`src/rtl/seg_scan_if.sv`:
```
// Bus between a display controller and the seven-segment scan driver.
// Master: load/value/blank_lz out; slave: digit/an/slot_tick out.
interface seg_scan_if #(
  parameter int NDIG = 8
);
  logic              load;
  logic [4*NDIG-1:0] value;
  logic              blank_lz;
  logic [3:0]        digit;
  logic [NDIG-1:0]   an;
  logic              slot_tick;

  modport master (
    output load, value, blank_lz,
    input  digit, an, slot_tick
  );

  modport slave (
    input  load, value, blank_lz,
    output digit, an, slot_tick
  );
endinterface

```
`src/rtl/seg_scan.sv`:
```
// Scan driver for a common-anode multi-digit seven-segment display.
// Ports: clk, rst (sync, high); bus (slave): load/value/blank_lz in,
// digit (nibble), an (active-low select), slot_tick out.
module seg_scan #(
  parameter int NDIG  = 8,
  parameter int DIV   = 50000,
  parameter int GUARD = 0
) (
  input  logic       clk,
  input  logic       rst,
  seg_scan_if.slave  bus
);
  localparam int IW = $clog2(NDIG);
  localparam int CW = $clog2(DIV);

  logic [4*NDIG-1:0] shadow_q, shadow_d;
  logic [CW-1:0]     cnt_q, cnt_d;
  logic [IW-1:0]     idx_q, idx_d;
  logic [3:0]        digit_q, digit_d;
  logic [NDIG-1:0]   sel_q, sel_d;
  logic [NDIG-1:0]   an_q, an_d;
  logic              tick_q, tick_d;

  logic [NDIG-1:0]   blank_v;
  logic              allz;
  logic              wrap;
  logic              dark;

  // A digit is a leading zero when it and every digit above it are zero.
  always_comb begin
    allz    = 1'b1;
    blank_v = '0;
    for (int i = NDIG - 1; i >= 0; i--) begin
      allz       = allz & (shadow_q[4*i +: 4] == 4'd0);
      blank_v[i] = bus.blank_lz && (i != 0) && allz;
    end
  end

  if (GUARD == 0) begin : g_noguard
    assign dark = 1'b0;
  end else begin : g_guard
    assign dark = (cnt_q < CW'(GUARD));
  end

  assign wrap = (cnt_q == CW'(DIV - 1));

  always_comb begin
    shadow_d = shadow_q;
    cnt_d    = wrap ? '0 : cnt_q + 1'b1;
    idx_d    = idx_q;
    if (bus.load) shadow_d = bus.value;
    if (wrap) begin
      idx_d = (idx_q == IW'(NDIG - 1)) ? '0 : idx_q + 1'b1;
    end
    digit_d = blank_v[idx_q] ? 4'd0 : shadow_q[4*idx_q +: 4];
    sel_d   = (blank_v[idx_q] || dark) ? '1
            : ~(NDIG'(1) << idx_q);
    // Extra stage lines the select up with the decoder register.
    an_d    = sel_q;
    tick_d  = wrap;
  end

  always_ff @(posedge clk) begin
    if (rst) begin
      shadow_q <= '0;
      cnt_q    <= '0;
      idx_q    <= '0;
      digit_q  <= '0;
      sel_q    <= '1;
      an_q     <= '1;
      tick_q   <= 1'b0;
    end else begin
      shadow_q <= shadow_d;
      cnt_q    <= cnt_d;
      idx_q    <= idx_d;
      digit_q  <= digit_d;
      sel_q    <= sel_d;
      an_q     <= an_d;
      tick_q   <= tick_d;
    end
  end

  assign bus.digit     = digit_q;
  assign bus.an        = an_q;
  assign bus.slot_tick = tick_q;
endmodule
```
`src/flat_wrapper.sv`:
```
// flat-port wrapper written by rule: the top's interface ports become plain ports
module seg_scan_flat 
#(
  parameter int NDIG  = 8,
  parameter int DIV   = 50000,
  parameter int GUARD = 0
)
  (clk, rst, bus_load, bus_value, bus_blank_lz, bus_digit, bus_an, bus_slot_tick);
  seg_scan_if #(.NDIG(NDIG)) bus_i ();
  input  logic clk;
  input  logic rst;
  input wire logic [$bits(bus_i.load)-1:0] bus_load;
  input wire logic [$bits(bus_i.value)-1:0] bus_value;
  input wire logic [$bits(bus_i.blank_lz)-1:0] bus_blank_lz;
  output wire logic [$bits(bus_i.digit)-1:0] bus_digit;
  output wire logic [$bits(bus_i.an)-1:0] bus_an;
  output wire logic [$bits(bus_i.slot_tick)-1:0] bus_slot_tick;
  assign bus_i.load = bus_load;
  assign bus_i.value = bus_value;
  assign bus_i.blank_lz = bus_blank_lz;
  assign bus_digit = bus_i.digit;
  assign bus_an = bus_i.an;
  assign bus_slot_tick = bus_i.slot_tick;
  seg_scan #(.NDIG(NDIG), .DIV(DIV), .GUARD(GUARD)) u_core (.clk(clk), .rst(rst), .bus(bus_i));
endmodule
```
`config.mk`:
```
export PLATFORM = sky130hd
export DESIGN_NAME = seg_scan_flat
export DESIGN_NICKNAME = d
export VERILOG_FILES = /design/src/rtl/seg_scan_if.sv /design/src/rtl/seg_scan.sv /design/src/flat_wrapper.sv
export SDC_FILE = /design/constraint.sdc
export NUM_CORES = 1
export LEC_CHECK = 0
export CAP_MARGIN = 0
export CORE_UTILIZATION = 56
export DETAILED_ROUTE_END_ITERATION = 6
export PLACE_DENSITY = 0.83
export SYNTH_ARGS = -nofsm -noshare
export SYNTH_HDL_FRONTEND = slang
export SYNTH_SLANG_ARGS = --single-unit
```
`constraint.sdc`:
```
create_clock -name clk -period 3.6 [get_ports clk]
set_clock_uncertainty 0.05 [all_clocks]
set_input_delay 0.36 -clock clk [delete_from_list [all_inputs] [get_ports clk]]
set_output_delay 0.36 -clock clk [all_outputs]
set_load 0.02 [all_outputs]
```
; After elaboration in Yosys (flattened, before gate mapping)
; Index checks and enable logic that the tools add are counted.
[totals]
register_bits = 72
latchBits = 0
ramBits = 0
romBits = 0
in_bits = 36
out_inout_bits = 13
elab_cells = 40
memories = 0
[classes]
addsub = 2
n_mul = 0
n_div = 0
magnitude_cmp = 1
eq_ne = 2
shifts = 2
muxes = 3
bitwise = 7
n_reduce_logical = 16
[op_table]
columns = cell, n
row1 = indexed part select 32 x 6 -> 4 bit, 1
row2 = zero test 4 bit, 7
row3 = adder 16 x 1 -> 16 bit (second input constant), 1
row4 = equality test 16 bit (second input constant), 1
row5 = inverter 8 bit, 1
row6 = left shift 1 x 3 -> 8 bit (first input constant), 1
row7 = logical AND 1 bit, 7
row8 = bitwise AND 1 bit, 6
row9 = less-than comparator 3 x 4 -> 1 bit (second input constant), 1
row10 = OR reduction 2 bit, 2
row11 = adder 3 x 1 -> 3 bit (second input constant), 1
row12 = binary-select mux 1 bit (select 3 bit), 1
row13 = equality test 3 bit (second input constant), 1
row14 = 2-to-1 mux 3 bit, 1
row15 = 2-to-1 mux 1 bit, 1

; Longest topological paths before layout
[logic_depth]
word_depth = 11
depth_mapped = 6
depth_no_buf = 5

; Least setup slack after synthesis
; Ideal clock, no wire load.
[synth_path]
path_kind = reg2reg
from = register u_core.cnt_q[13]
to = register u_core.idx_q[0]
setup_ps = 121
t_arrival_ps = 1823
required_time_ps = 3429
path_slack_ps = 1605
stages_incl_launch_ff = 5
period_less_slack_ps = 1995
path_cell_list = dfxtp_1 -> or4b_1 -> or4_4 -> o21bai_4 -> a2bb2o_1
[synth_via]
elab_chain_len = 1
[synth_rtl]
columns = item, line_no
row1 = start: declaration, seg_scan.sv:17  ; logic [CW-1:0] cnt_q, cnt_d;
row2 = start signal: assignment, seg_scan.sv:74  ; cnt_q <= cnt_d;
row3 = equality test 16 bit, seg_scan.sv:45  ; assign wrap = (cnt_q == CW'(DIV - 1));
row4 = end signal: assignment, seg_scan.sv:75  ; idx_q <= idx_d;
row5 = end: declaration, seg_scan.sv:18  ; logic [IW-1:0] idx_q, idx_d;
; No other way between the ends.
; A chain may end at the register's enable or synchronous reset.

; Worst setup path in the final report
[layout_path]
from = register u_core.cnt_q[13]
to = register u_core.idx_q[1]
; Same word-level chain as after synthesis.

==> metrics.txt <==
Avg Cell Area, Syn 10.2 um2; Synth area leaders dfxtp_1, mux2i_1, nor2_1; die area 5530 um2; Die Y 74.3 um; hold buffers post-CTS 0; area leader, netlist dfxtp_1; cells after synthesis 286; Slew Viols, Final 0; die width 74.3 um; final critical-path share of the clock period 61.7%; grt ovf 0; Peak VDD IR 271 uV; Final Hold Viols 0; Startpoint Class flop; proportion of layout cells with a drive suffix above 1 11.3%; CTS Root Cell clkbuf_8; Global Route Usage Sum 23.7%; P&R area growth vs syn 25.8%; commonest non-fill, non-tap cell in the layout dfxtp_1; vias in the first global route 2,144; slowest CP cell or4_4; clk slew on worst S/H paths 70 ps; Synth cell types 42; DRT iter0 DRCs 83; Clock Latency Late Sink 340 ps; Mapped Nets 329; pwr dens 470 nW/um2; routed vias/inst 5.41; final setup fails 0; RSZ-0062 raised after global routing no; Post-Synthesis Cell Area 2930 um2; Arr. time, crit path 2400 ps; Worst setup endpoint u_core.idx_q[1]$_SDFFE_PP0P_; nets 376; Worst EP required 3780 ps; CTS H-Tree Depth 3; critical path's top delay family simple AND/OR/NAND/NOR gates; HPWL after detailed placement 4100 um; Pleak 1.43 nW; Antenna Nets Post-Route 0; worst reg-to-reg setup slack 1380 ps; final WL 5710 um; initial antenna violation count 0; Worst Setup End Kind flop; setup TNS 0 ps; Yosys reg bits 72; first-pass GRT wire length 9690 um; Sink Count 72; critical path peak fanout 18; total core area 4880 um2; worst r2r path cells 4; Yosys top cell area share 49.2%; CP Cell Sequence or4b_1 -> or4_4 -> o21bai_4 -> a2bb2o_1; routed len/inst 14.1 um; CP startpoint u_core.cnt_q[13]$_SDFF_PP0_; number of max-cap violations 0; register area share after synthesis 49.2%; n_diodes 0; Starting Density 60.1%; Hold Path Class reg -> reg; CTS buffer count 9; largest net degree at the start of global routing 33; Crit path buffers/inverters 0; I/O Pins 49; placed cell count 389; CTS tree done; Finished Layout Cells 404; post_cts resized 0; Yosys warning total 0; via count 2,185; fin crit period 2220 ps; DR pass1 iterations 4; Stages on worst setup path 4; worst reg2reg path startpoint u_core.cnt_q[13]$_SDFF_PP0_; Longest Clk Path Bufs 2; status complete, no violations; Residual DRC 0; Final Util 75.6%; commonest cells after routing, fill and taps aside dfxtp_1, nor2_1, clkdlybuf4s50_1; total power 1.73 mW; Max stage delay on crit path 550 ps; IO buf count 48; Max-slew headroom 38.8%; fmax 0.450 GHz; FF-to-FF End u_core.idx_q[1]$_SDFFE_PP0P_; actual slew at the worst max-slew pin 917 ps; Placer Congestion 0.832; critical path type reg -> reg; setup bufs post-CTS 0; row count 25
==> cell type report <==
| type | count | area (um2) |
|---|---|---|
| Clock buffer | 10 | 138 |
| Clock inverter | 5 | 105 |
| Fill cell | 354 | 1190 |
| Inverter | 10 | 37.5 |
| Multi-Input combinational cell | 191 | 1400 |
| Sequential cell | 72 | 1440 |
| Tap cell | 67 | 83.8 |
| Timing Repair Buffer | 49 | 483 |
==> cell usage after synthesis (all sizes together) <==
cell type,instances
nor3,5
o211ai,4
nor2b,3
buf,4
ha,7
o21ai,2
a211oi,1
a311oi,1
or3b,1
mux4,8
a2bb2o,2
mux2i,32
nor4,6
or3,2
nand2b,1
inv,9
nand2,13
nand3,7
xnor2,11
a21oi,7
clkbuf,9
o41ai,1
o31ai,1
dfxtp,72
nor2,51
nand4b,1
o2bb2ai,1
or4b,2
or4,5
a21o,1
or2,8
clkinv,1
a2bb2oi,1
and3,1
nand4,2
o21bai,1
xor2,1
and2,1
==> layer usage <==
metal / wire length, um / vias to the layer above / part of all wire (%) / GRT usage [%]
li1: - / 1087 / - / -
met1: 2590 / 1017 / 45 / 29.4
met2: 2740 / 69 / 48 / 39.1
met3: 264 / 12 / 4.6 / 4.88
met4: 119 / 0 / 2.1 / 12.6
met5: 0 / - / 0 / 0
==> worst reg2reg max path, cell delays in order (launching register included) <==
cell      delay (ps)
dfxtp_1          330
or4b_1           510
or4_4            550
o21bai_4         360
a2bb2o_1         320
==> kinds of logic (layout without fill, tap and decap cells) <==
logic type | count (synthesis) | after routing | synth area share, %
adders and majority gates | 7 | 7 | 2.99
xor gates and xnor gates | 12 | 12 | 3.59
and+or+nand+nor | 109 | 109 | 18.2
DFF | 72 | 72 | 49.2
AOI/OAI and AO/OA | 23 | 23 | 5.85
buffers and inverters | 23 | 74 | 3.07
muxes | 40 | 40 | 17.1
==> power breakdown <==
group,switching (mW),internal (mW),total [mW]
logic,0.0567,0.0784,0.135
registers,0.0206,0.824,0.844
clock network,0.280,0.475,0.755
==> metrics by stage <==
step	setup WS (ps)	instance area [um2]	hold slack, ps
6_report	1380	3690	359
5_1_grt	1270	3690	369
4_1_cts	1370	3690	360
3_5_place_dp	1310	3440	344
3_3_place_gp	1340	3440	341
2_1_floorplan	1610	2930	339
==> state kept, by name (all words and copies together) (netlist names) <==
register,cells
u_core.shadow_q,32
u_core.an_d,8
u_core.cnt_q,16
u_core.bus.digit,4
u_core.idx_q,3
u_core.bus.slot_tick,1
u_core.bus.an,8
==> how the worst min path moves through the flow <==
| stage | from | to | slack (ps) | depth (start not counted) |
|---|---|---|---|---|
| CTS | u_core.an_d[6]$_SDFF_PP1_ | u_core.bus.an[6]$_SDFF_PP1_ | 360 | 1 |
| detailed placement | u_core.an_d[6]$_SDFF_PP1_ | u_core.bus.an[6]$_SDFF_PP1_ | 340 | 1 |
| floorplan | u_core.an_d[0]$_SDFF_PP1_ | u_core.bus.an[0]$_SDFF_PP1_ | 340 | 1 |
| finish | u_core.an_d[6]$_SDFF_PP1_ | u_core.bus.an[6]$_SDFF_PP1_ | 360 | 1 |
| global placement | u_core.an_d[7]$_SDFF_PP1_ | u_core.bus.an[7]$_SDFF_PP1_ | 340 | 1 |
| global route | u_core.an_d[6]$_SDFF_PP1_ | u_core.bus.an[6]$_SDFF_PP1_ | 370 | 1 |
Power figures use the tool's default switching activity.
